**src/rtl/nor_responder.sv**
```systemverilog
// NOR flash responder: registered pin sampling, unlock/program command FSM,
// small AND-only backing store and busy/status-polling behaviour.
module nor_responder #(
  parameter int ADDRBITS    = 26,
  parameter int DATABITS    = 16,
  parameter int MEMBITS     = 4,
  parameter int PROG_CYCLES = 8
) (
  input  logic                clk_i,
  input  logic                rst_ni,
  input  logic [ADDRBITS-1:0] nor_addr_i,
  input  logic [DATABITS-1:0] nor_data_i,
  input  logic                nor_ce_i,
  input  logic                nor_we_i,
  input  logic                nor_oe_i,
  output logic [DATABITS-1:0] nor_data_o,
  output logic                nor_data_oe,
  output logic                nor_ry_o,
  output logic [2:0]          dbg_state
);

  typedef enum logic [2:0] {
    ST_IDLE     = 3'd0,
    ST_UNLOCK1  = 3'd1,
    ST_UNLOCK2  = 3'd2,
    ST_PROG_ARM = 3'd3,
    ST_BUSY     = 3'd4
  } state_t;

  localparam int           DEPTH     = 2 ** MEMBITS;
  localparam logic [7:0]   PROG_LOAD = 8'(PROG_CYCLES);

  // Two-stage pin sampling: s1 is the synchronised pin view, s2 the previous s1.
  logic                s1_ce, s1_we, s1_oe;
  logic                s2_ce, s2_we, s2_oe;
  logic [ADDRBITS-1:0] s1_addr, s2_addr;
  logic [DATABITS-1:0] s1_data, s2_data;

  state_t              state_q, state_d;
  logic [7:0]          cnt_q, cnt_d;
  logic [DATABITS-1:0] pdata_q, pdata_d;
  logic                toggle_q, toggle_d;
  logic                mem_we;
  logic [DATABITS-1:0] mem_q [DEPTH];

  logic                strobe, rd_act, rd_rise, is_f0;
  logic [MEMBITS-1:0]  wr_idx, rd_idx;
  logic [DATABITS-1:0] status, rd_data;
  logic                unused_bits;

  always_ff @(posedge clk_i or negedge rst_ni) begin
    if (!rst_ni) begin
      s1_ce   <= 1'b1;
      s1_we   <= 1'b1;
      s1_oe   <= 1'b1;
      s2_ce   <= 1'b1;
      s2_we   <= 1'b1;
      s2_oe   <= 1'b1;
      s1_addr <= '0;
      s2_addr <= '0;
      s1_data <= '0;
      s2_data <= '0;
    end else begin
      s1_ce   <= nor_ce_i;
      s1_we   <= nor_we_i;
      s1_oe   <= nor_oe_i;
      s2_ce   <= s1_ce;
      s2_we   <= s1_we;
      s2_oe   <= s1_oe;
      s1_addr <= nor_addr_i;
      s2_addr <= s1_addr;
      s1_data <= nor_data_i;
      s2_data <= s1_data;
    end
  end

  // Initiator protocol: a write is taken on the we# rising edge while ce# is
  // low (address/data from the cycle before); there is no backpressure, the
  // initiator must poll ry or the status word before issuing further commands.
  assign strobe  = !s1_ce && !s2_we && s1_we;
  assign rd_act  = !s1_ce && !s1_oe && s1_we;
  assign rd_rise = rd_act && !nor_data_oe;
  assign is_f0   = (s2_data[7:0] == 8'hF0);
  assign wr_idx  = s2_addr[MEMBITS-1:0];
  assign rd_idx  = s1_addr[MEMBITS-1:0];

  always_ff @(posedge clk_i or negedge rst_ni) begin
    if (!rst_ni) begin
      state_q  <= ST_IDLE;
      cnt_q    <= '0;
      pdata_q  <= '0;
      toggle_q <= 1'b0;
    end else begin
      state_q  <= state_d;
      cnt_q    <= cnt_d;
      pdata_q  <= pdata_d;
      toggle_q <= toggle_d;
    end
  end

  always_comb begin
    state_d  = state_q;
    cnt_d    = cnt_q;
    pdata_d  = pdata_q;
    toggle_d = toggle_q;
    mem_we   = 1'b0;
    unique case (state_q)
      ST_IDLE: begin
        if (strobe && !is_f0 && s2_addr[11:0] == 12'h555 && s2_data[7:0] == 8'hAA)
          state_d = ST_UNLOCK1;
      end
      ST_UNLOCK1: begin
        if (strobe) begin
          if (!is_f0 && s2_addr[11:0] == 12'h2AA && s2_data[7:0] == 8'h55)
            state_d = ST_UNLOCK2;
          else
            state_d = ST_IDLE;
        end
      end
      ST_UNLOCK2: begin
        if (strobe) begin
          if (!is_f0 && s2_addr[11:0] == 12'h555 && s2_data[7:0] == 8'hA0)
            state_d = ST_PROG_ARM;
          else
            state_d = ST_IDLE;
        end
      end
      ST_PROG_ARM: begin
        if (strobe) begin
          if (is_f0) begin
            state_d = ST_IDLE;
          end else begin
            mem_we   = 1'b1;
            pdata_d  = s2_data;
            cnt_d    = PROG_LOAD;
            toggle_d = 1'b0;
            state_d  = ST_BUSY;
          end
        end
      end
      ST_BUSY: begin
        // Strobes are deliberately ignored here, including the F0 reset command.
        cnt_d = cnt_q - 8'd1;
        if (rd_rise)
          toggle_d = !toggle_q;
        if (cnt_q <= 8'd1) begin
          cnt_d   = '0;
          state_d = ST_IDLE;
        end
      end
      default: state_d = ST_IDLE;
    endcase
  end

  // Programming can only clear bits, so the store resets to the erased value.
  always_ff @(posedge clk_i or negedge rst_ni) begin
    if (!rst_ni) begin
      for (int i = 0; i < DEPTH; i++)
        mem_q[i] <= '1;
    end else if (mem_we) begin
      mem_q[wr_idx] <= mem_q[wr_idx] & s2_data;
    end
  end

  always_comb begin
    status    = '0;
    status[7] = !pdata_q[7];
    status[6] = toggle_q ^ rd_rise;
  end

  // Reads use the pre-write memory contents and the current (pre-edge) state.
  assign rd_data = (state_q == ST_BUSY) ? status : mem_q[rd_idx];

  always_ff @(posedge clk_i or negedge rst_ni) begin
    if (!rst_ni) begin
      nor_data_o  <= '0;
      nor_data_oe <= 1'b0;
      nor_ry_o    <= 1'b1;
    end else begin
      nor_data_oe <= rd_act;
      nor_ry_o    <= (state_d != ST_BUSY);
      if (rd_act)
        nor_data_o <= rd_data;
    end
  end

  assign dbg_state   = state_q;
  assign unused_bits = ^{s2_addr, s2_ce, s2_oe, pdata_q};

endmodule

```
**config.mk**
```make
export PLATFORM = sky130hd
export DESIGN_NAME = nor_responder
export DESIGN_NICKNAME = d
export VERILOG_FILES = /design/src/rtl/nor_responder.sv
export SDC_FILE = /design/constraint.sdc
export NUM_CORES = 1
export LEC_CHECK = 0
export CORE_MARGIN = 2
export CORE_UTILIZATION = 50
export DETAILED_ROUTE_END_ITERATION = 16
export PLACE_DENSITY = 0.68
export RECOVER_POWER = 100
export SYNTH_ARGS = -nofsm -noshare
export SYNTH_HDL_FRONTEND = slang
export SYNTH_SLANG_ARGS = --single-unit
```
**constraint.sdc**
```tcl
create_clock -name clk_i -period 2.4 [get_ports clk_i]
set_input_delay 0.48 -clock clk_i [delete_from_list [all_inputs] [get_ports clk_i]]
set_output_delay 0.48 -clock clk_i [all_outputs]
set_load 0.01 [all_outputs]
```
-- Yosys cells after proc, flatten, opt, wreduce, memory -nomap -nowiden
Cells that the tools add are included.
- flip-flop bits (word level): 354
- input port bits: 47
- output and inout bits: 21
- logic and storage cells: 110
- add/subtract/negate cells: 1
- order comparisons: 4
- equal/unequal tests: 14
- multiplexer cells: 30
- bitwise operators: 5
- reduce and logical (&&, ||, !) cells: 25
- operators by type and width (cell ; count):
    256-bit bitwise mux ; 1
    16-bit binary-select mux with 4-bit select ; 2
    16-bit two-way mux ; 6
    16-bit demux with 4-bit select ; 1
    8-bit == test (second input constant) ; 3
    8-bit two-way mux ; 3
    3-bit two-way mux ; 6
    16-bit bitwise AND ; 1
    8-bit case mux with 2 select lines ; 1
    3-bit case mux with 5 select lines ; 1
    1-bit logical AND ; 13
    12-bit by 10-bit == test with 1-bit output (second input constant) ; 1
    12-bit by 11-bit == test with 1-bit output (second input constant) ; 1
    5-bit >= comparator (second input constant) ; 2
    4-bit NOT with 5-bit output ; 2
    8-bit by 7-bit == test with 1-bit output (second input constant) ; 1
    8-bit by 1-bit <= comparator with 1-bit output (second input constant) ; 1
    8-bit by 1-bit subtractor with 8-bit output (second input constant) ; 1
    1-bit logical NOT ; 7
    3-bit by 2-bit == test with 1-bit output (second input constant) ; 2
    1-bit two-way mux ; 6
    2-bit != test (second input constant) ; 3
    3-bit AND reduction ; 2
    5-bit by 1-bit less-than comparator with 1-bit output (second input constant) ; 1
    10 further kinds ; 11

-- Longest topological paths before layout
Gate-level depths: netlist (run 1).
- depth after elaboration: 9
- gate-level depth with buffers: 9
- mapped depth without buffers: 7

-- Worst setup path before layout (run 1)
Ideal clock, no wire load.
- kind: register -> register
- start point: register s2_addr[0]
- end point: register mem_q[149] (netlist bit)
- data arrival time: 2011 ps
- data required time: 2313 ps
- setup slack: 302 ps
- stages on the path, launching flop included: 8
- clock period less this slack: 2098 ps
- path through: dfrtp_1 buf_6 buf_6 mux4_2 mux2_2 a32oi_2 buf_4 o21ai_1
- longest elaborated chain between the ends: 6
- elaborated cells between the ends (all ways): 11
- ends and longest elaborated chain (what ; line ; RTL):
    start: declaration ; 36 ; logic [ADDRBITS-1:0] s1_addr, s2_addr;
    start signal: assignment ; 71 ; s2_addr <= s1_addr;
    4-bit NOT with 5-bit output (implied by the code) (*) ; 161 ; mem_q[wr_idx] <= mem_q[wr_idx] & s2_data;
    5-bit >= comparator (implied by the code), or another cell as far along ; 161 ;
    1-bit logical AND (implied by the code) / 16-bit two-way mux (equally long branches) ; 161 ;
    16-bit two-way mux (implied by the code) ; 161 ;
    16-bit demux with 4-bit select / 16-bit bitwise AND (equally long branches) ; 161 ;
    256-bit bitwise mux (*) ; 161 ;
    end signal: indexed assignment ; 161 ;
    end: declaration ; 44 ; logic [DATABITS-1:0] mem_q [DEPTH];
Every way passes the cells marked *; elsewhere a longest branch is shown, timed or not. The select of a mux whose other input is x is not followed.
A chain may end at the register's enable or synchronous reset.

-- Final worst setup path (run 1)
- start point: register s1_addr[2]
- end point: register nor_data_o[12]
- longest elaborated chain between the ends: 5
- ends and longest elaborated chain (what ; line ; RTL):
    start: declaration ; 36 ;
    start signal: assignment ; 70 ; s1_addr <= nor_addr_i;
    4-bit NOT with 5-bit output (implied by the code) ; 172 ; assign rd_data = (state_q == ST_BUSY) ? status : mem_q[rd_idx];
    16-bit binary-select mux with 4-bit select ; 172 ;
    16-bit two-way mux (implied by the code) (2 in series) ; 172 ;
    16-bit two-way mux ; 172 ;
    end signal: assignment ; 183 ; nor_data_o <= rd_data;
    end: declaration ; 16 ; output logic [DATABITS-1:0] nor_data_o,
No other way between the ends. The select of a mux whose other input is x is not followed.

==> reports/metrics.yaml, run 1 <==
status: "completed"
layout.nets: 1546
initial_core_util_pct: 50.3
comb_power_share_pct: 5.5
critPathCaptureType: "flip-flop"
rows: 67
instances_no_fill: 1976
pwr-share-clk_pct: 46.9
portBuffers: 53
clk_pin_slew_ns: 0.06
seqCellArea_um2: 9020
critPathKind: "flip-flop to flip-flop"
grt-ovfl-total: 0
yosysSeqAreaShare_pct: 53.8
power_mw: 12.6
yosysUniqueCellTypes: 55
hold_path.class: "flip-flop to flip-flop"
ys_async_sr_fraction_pct: 100
drt_first_pass_iters: 5
switching_share_pct: 22.6
chipWidth_um: 187
synth_cells: 1429
critPathMaxFanout: 14
final.setup_skew_ns: 0.0240
drive_gt1_share_pct: 35.5
wire_per_inst_um: 21.8
cts.sinks: 347
preCtsSetupSlack_ns: 0.143
syn2layout_area_growth_pct: 15.5
grt_max_degree: 72
grt_pass1_vias: 11942
tightest_slew_ns: 1.30
drc: 0
seq_power_share_pct: 47.6
cts_htree_levels: 2
dp.cells: 1903
fin_util_pct: 58.2
hold_depth: 0
nFillCells: 2723
setup_ws_ns: 0.0904
cts_tree: "built"
required_ns: 2.79
dpl_cell_area_um2: 18200
pin_count: 68
numCtsBuffers: 39
synth-edff-count: 0
yosys_warnings: 0
core-area_um2: 33300
p_int_mw: 9.74
routed_wl_um: 43000
die_y_um: 187
whs_ns: 0.344
synth_seq_cells: 347
vias: 11730
power.density_nw_per_um2: 650
drt_iter0_markers: 809
slew_viol_final: 0
slew_headroom_pct: 13.1
final_cell_mix: "dfstp_2 (260), nand2_1 (256), o21ai_0 (152)"
syn_avg_cell_area_um2: 11.7
worstPathArrival_ns: 2.70
max_freq_ghz: 0.433
layout_worst_path_cycle_share_pct: 96.2
drv_cap: 0
gp_congestion: 0.853
netlist_area_um2: 16800
setup_violations: 0
fin_crit_ns: 2.31
ff2ff_path_depth: 6
stdcell_area_um2: 19400
final_common_cell: "dfstp_2"
die_area_um2: 35000
antenna_found_initial: 0
hold_viol: 0
viasPerCell: 5.94
cts_setup_buffers: 0
tns_ns: 0
hpwl_um: 27100
antenna_cells: 0
grt_setup_unrepaired: "no"
grt_usage_pct: 25.1
crit_path_start_kind: "flip-flop"
ant_nets: 0
ys.flop_type: "dfstp_2"
clockBufferDepth: 3
leakagePower_nw: 7.33
peakVddDrop_mv: 0.420
power.switching_mw: 2.85
clockRootBuffer: "clkbuf_16"
syn_nets: 1478
clk_latency_ns: 0.53
multi_input_area_um2: 7070
grt_pass1_wl_um: 67800
-- final timing paths --
kind | startpoint | to | slack, ns
min in group asynchronous | rst_ni | cnt_q[7] | 0.49
worst max register to register | s1_addr[2] | nor_data_o[12] | 0.09
worst max-delay path | s1_addr[2] | nor_data_o[12] | 0.09
worst min-delay path | s1_data[3] | s2_data[3] | 0.34
worst min register to register | s1_data[3] | s2_data[3] | 0.34
max in group asynchronous | rst_ni | s1_addr[1] | 0.62
-- cell usage after synthesis, drive strengths merged, types with 2 or more instances --
| cell type | count | area (um^2) |
|---|---|---|
| a221oi | 14 | 123 |
| or3b | 2 | 17.5 |
| o21ai | 218 | 1090 |
| nand4 | 9 | 56.3 |
| dfrtp | 86 | 2150 |
| o31ai | 3 | 22.5 |
| and4b | 17 | 170 |
| a21oi | 71 | 355 |
| mux4 | 94 | 2120 |
| a22oi | 17 | 128 |
| nor3 | 4 | 20.0 |
| nor2 | 79 | 297 |
| buf | 48 | 348 |
| and4bb | 3 | 37.5 |
| and2 | 5 | 31.3 |
| mux2i | 67 | 671 |
| nor2b | 7 | 43.8 |
| ha | 2 | 25.0 |
| clkbuf | 75 | 282 |
| a22o | 14 | 123 |
| nor3b | 3 | 22.5 |
| nand3 | 6 | 30.0 |
| and4 | 3 | 26.3 |
| o41ai | 2 | 25.0 |
| a2111oi | 2 | 17.5 |
| nand2 | 256 | 961 |
| nor4b | 2 | 17.5 |
| and3 | 2 | 12.5 |
| a32oi | 16 | 309 |
| dfstp | 261 | 6860 |
| a311oi | 2 | 17.5 |
| inv | 7 | 26.3 |
| mux2 | 18 | 203 |
| nand2b | 2 | 12.5 |
-- flip-flops by register name, indices dropped and copies added, names as in the netlist --
name and cells:
s2_data 16, dbg_state 3, cnt_q 8, nor_data_oe 1
s1_data 16, toggle_q 1, nor_data_o 16, s1_addr 12
s1_we 1, s1_ce 1, mem_q 256, pdata_q 1
nor_ry_o 1, s1_oe 1, s2_we 1, s2_addr 12
-- what timing repair did --
| action | 4_1_cts | 5_1_grt |
|---|---|---|
| hold buffers | 1 | 0 |
| hold endpoints to repair | 15 | 0 |
| setup endpoints to repair | 0 | 13 |
| gates resized for setup | 0 | 1 |
-- layout make-up --
cell class	instances	area share, %
sequential	347	46.6
multi-input combinational	952	36.5
timing repair buffer	150	7.18
clock buffer	59	5.95
tap	448	2.90
clock inverter	13	0.692
inverter	7	0.136
-- cell families (layout without fill, tap and decap cells) --
group | after synthesis | in the layout | synth area share, %
fa+ha+maj | 2 | 2 | 0.149
mux | 179 | 179 | 17.8
simple gates | 404 | 404 | 10.7
xor+xnor | 2 | 2 | 0.105
buf+inv | 130 | 229 | 3.91
flops | 347 | 347 | 53.8
compound gates | 365 | 365 | 13.5
-- worst max-delay path, stage by stage (launching register included) --
cell and delay, ns:
dfrtp_1 0.33, clkbuf_1 0.57, nor2_1 0.20, buf_12 0.22, a22o_1 0.28, a221oi_1 0.44
o21ai_0 0.13
-- power groups by stage --
| stage | clock network (mW) | registers, mW | logic, mW |
|---|---|---|---|
| after floorplan | 0 | 6.05 | 0.362 |
| after global placement | 0 | 6.07 | 0.725 |
| after detailed placement | 0 | 6.07 | 0.733 |
| after CTS | 6.01 | 5.99 | 0.736 |
| after global routing | 6.26 | 5.99 | 0.753 |
| final | 5.90 | 5.99 | 0.698 |
-- per-layer routing --
layer  global-route usage (%)  vias up  wire (um)
li1                         -     5335          -
met1                     35.0     5947      18400
met2                     39.4      354      20300
met3                     4.58       94       2910
met4                     10.0        0       1430
met5                        0        -          0
Power figures use the tool's default switching activity.
==> run 2: changes to the inputs <==
--- a/config.mk
+++ b/config.mk
@@ -5,7 +5,7 @@
 export SDC_FILE = /design/constraint.sdc
 export NUM_CORES = 1
 export LEC_CHECK = 0
-export CORE_MARGIN = 2
+export CORE_MARGIN = 1.5
 export CORE_UTILIZATION = 50
 export DETAILED_ROUTE_END_ITERATION = 16
 export PLACE_DENSITY = 0.68
==> run 2 against run 1 <==
  * The flow now finishes with violations (capacitance limit, slew limit)
  * Sequential share of layout area is 0.057 points higher
  * Via count is 1.3% lower
  * Design area is 0.12% lower
  * Clock skew is 0.014 ns lower
  * Sequential power hardly changed
  * Worst hold slack better by 0.0019 ns
  * Critical path type unchanged
  * Critical endpoint is now mem_q[30]
  * Highest routed layer unchanged
==> reports/metrics.yaml, run 2 (synthesis results as in run 1) <==
r2r_end: "mem_q[30]"
slew_viol_final: 53  # +53
antenna_cells: 0  # unchanged
hold_path.class: "flip-flop to flip-flop"
syn2layout_area_growth_pct: 15.4
setup_violations: 0  # unchanged
drc: 0  # unchanged
drt_iter0_markers: 859  # +6.2%
min_to: "s2_data[3]"
final_cell_mix: "dfstp_2 (260), nand2_1 (256), o21ai_0 (148)"
pwr-share-clk_pct: 47.0  # about the same
rows: 66  # -1.5%
peakVddDrop_mv: 0.538  # +28%
crit_path_max_incr_delay_ns: 0.52  # -0.05 ns
viasPerCell: 5.92  # -0.25%
final.setup_skew_ns: 0.0105  # -0.0135 ns
required_ns: 2.83  # +0.04 ns
die_y_um: 186  # -0.53%
clockBufferDepth: 3  # unchanged
grt_setup_unrepaired: "no"
seq_power_share_pct: 47.4  # -0.2 points
chipWidth_um: 186  # -0.53%
fin_util_pct: 59.0  # +0.81 points
multi_input_area_um2: 7020  # -0.80%
hold_viol: 0  # unchanged
grt-ovfl-total: 0  # unchanged
whs_ns: 0.345  # +0.00190 ns
core-area_um2: 32800  # -1.5%
crit_slowest_cell: "mux4_2"
p_int_mw: 9.86  # +1.3%
path_cells: "buf_12 -> mux4_2 -> mux2_2 -> a32oi_2 -> clkbuf_2 -> o21ai_0"
largest_register: "mem_q"
power.switching_mw: 2.76  # -3.0%
fin_crit_ns: 2.32  # +0.0101 ns
clk_pin_slew_ns: 0.06  # about the same
critPathKind: "flip-flop to flip-flop"
slew_headroom_pct: -2.92  # -16 points
min_from: "s1_data[3]"
grt_pass1_wl_um: 67200  # -0.92%
cts.sinks: 347  # unchanged
worstPathArrival_ns: 2.74  # +0.04 ns
clockRootBuffer: "clkbuf_16"
tns_ns: 0  # unchanged
die_area_um2: 34600  # -1.1%
crit_path_start_kind: "flip-flop"
seqCellArea_um2: 9020  # unchanged
grt_usage_pct: 25.8  # +0.62 points
comb_power_share_pct: 5.6  # about the same
pin_count: 68  # unchanged
drive_gt1_share_pct: 35.4  # -0.13 points
portBuffers: 53  # unchanged
status: "finished with violations"
drt_first_pass_iters: 5  # unchanged
drv_cap: 1  # +1
final_common_cell: "dfstp_2"
gp_congestion: 0.835  # -2.1%
initial_core_util_pct: 51.1  # +0.76 points
hold_depth: 0  # unchanged
clk_latency_ns: 0.52  # about the same
grt_pass1_vias: 11695  # -2.1%
layout_worst_path_cycle_share_pct: 96.7  # +0.42 points
layout.nets: 1537  # -0.58%
switching_share_pct: 21.9  # -0.76 points
cts_tree: "built"
antenna_found_initial: 0  # unchanged
power.density_nw_per_um2: 653  # +0.46%
numCtsBuffers: 37  # -5.1%
rrSetupSlack_ns: 0.08  # about the same
failed_checks: "capacitance limit, slew limit"
leakagePower_nw: 7.36  # +0.40%
vias: 11582  # -1.3%
critPathMaxFanout: 21  # +7
cts_htree_levels: 2  # unchanged
routed_wl_um: 42500  # -1.2%
ff2ff_path_depth: 6  # unchanged
wire_per_inst_um: 21.7  # -0.18%
nFillCells: 2651  # -2.6%
max_freq_ghz: 0.431  # -0.43%
tightest_slew_ns: 1.54  # +0.244 ns
grt_max_degree: 63  # -13%
critPathCaptureType: "flip-flop"
ant_nets: 0  # unchanged
largest_reg_flops: 256  # unchanged
r2r-start: "s2_addr[0]"
hpwl_um: 27000  # -0.16%
[run 2: stage by stage]
stage	area (um^2)	power [mW]	setup slack, ns	instances
finish	19300	12.6	0.0804	1956
global route	19300	13.0	0.0141	1956
detailed placement	18100	6.81	0.129	1886
floorplan	16800	6.41	0.302	1429
global placement	18100	6.80	0.138	1886
CTS	19400	12.8	0.133	1952
[run 2: layout make-up]
type | count | area share, %
timing repair buffer | 143 | 7.41
sequential | 347 | 46.7
clock inverter | 13 | 0.867
clock buffer | 52 | 5.77
multi-input combinational | 952 | 36.3
tap | 442 | 2.86
inverter | 7 | 0.136
[run 2: critical path, delay by kind of cell, from the launching register on]
family	cells	cell delay [ns]
DFF	1	0.46
AOI/OAI and AO/OA	2	0.39
buffers and inverters	2	0.48
muxes	2	0.87
[run 2: routing by layer]
layer | track usage, % | wire length (um)
met1 | 36.5 | 18800
met2 | 41.5 | 20500
met3 | 4.13 | 2400
met4 | 6.77 | 853
met5 | 0 | 0
[run 2: worst max path at each step]
stage                     startpoint             to  depth (start not counted)
after global placement    s1_addr[0]  nor_data_o[7]                          6
after detailed placement  s1_addr[0]  nor_data_o[7]                          6
after global routing      s2_addr[0]      mem_q[46]                          8
after floorplan           s2_addr[0]     mem_q[149]                          7
after CTS                 s1_addr[0]  nor_data_o[7]                          6
final                     s2_addr[0]      mem_q[30]                          6
[run 2: repair_timing]
| item | CTS | global route |
|---|---|---|
| endpoints found under the hold margin | 12 | 0 |
| setup endpoints to repair | 0 | 1 |
| resized for setup | 0 | 0 |
| setup buffers | 0 | 4 |
| hold buffers | 1 | 0 |
[run 2: power by group through the flow]
| stage | clock network (mW) | registers [mW] | logic, mW |
|---|---|---|---|
| 2_1_floorplan | 0 | 6.05 | 0.362 |
| 3_3_place_gp | 0 | 6.08 | 0.721 |
| 3_5_place_dp | 0 | 6.08 | 0.727 |
| 4_1_cts | 6.04 | 5.99 | 0.730 |
| 5_1_grt | 6.29 | 5.99 | 0.760 |
| 6_report | 5.94 | 5.98 | 0.703 |
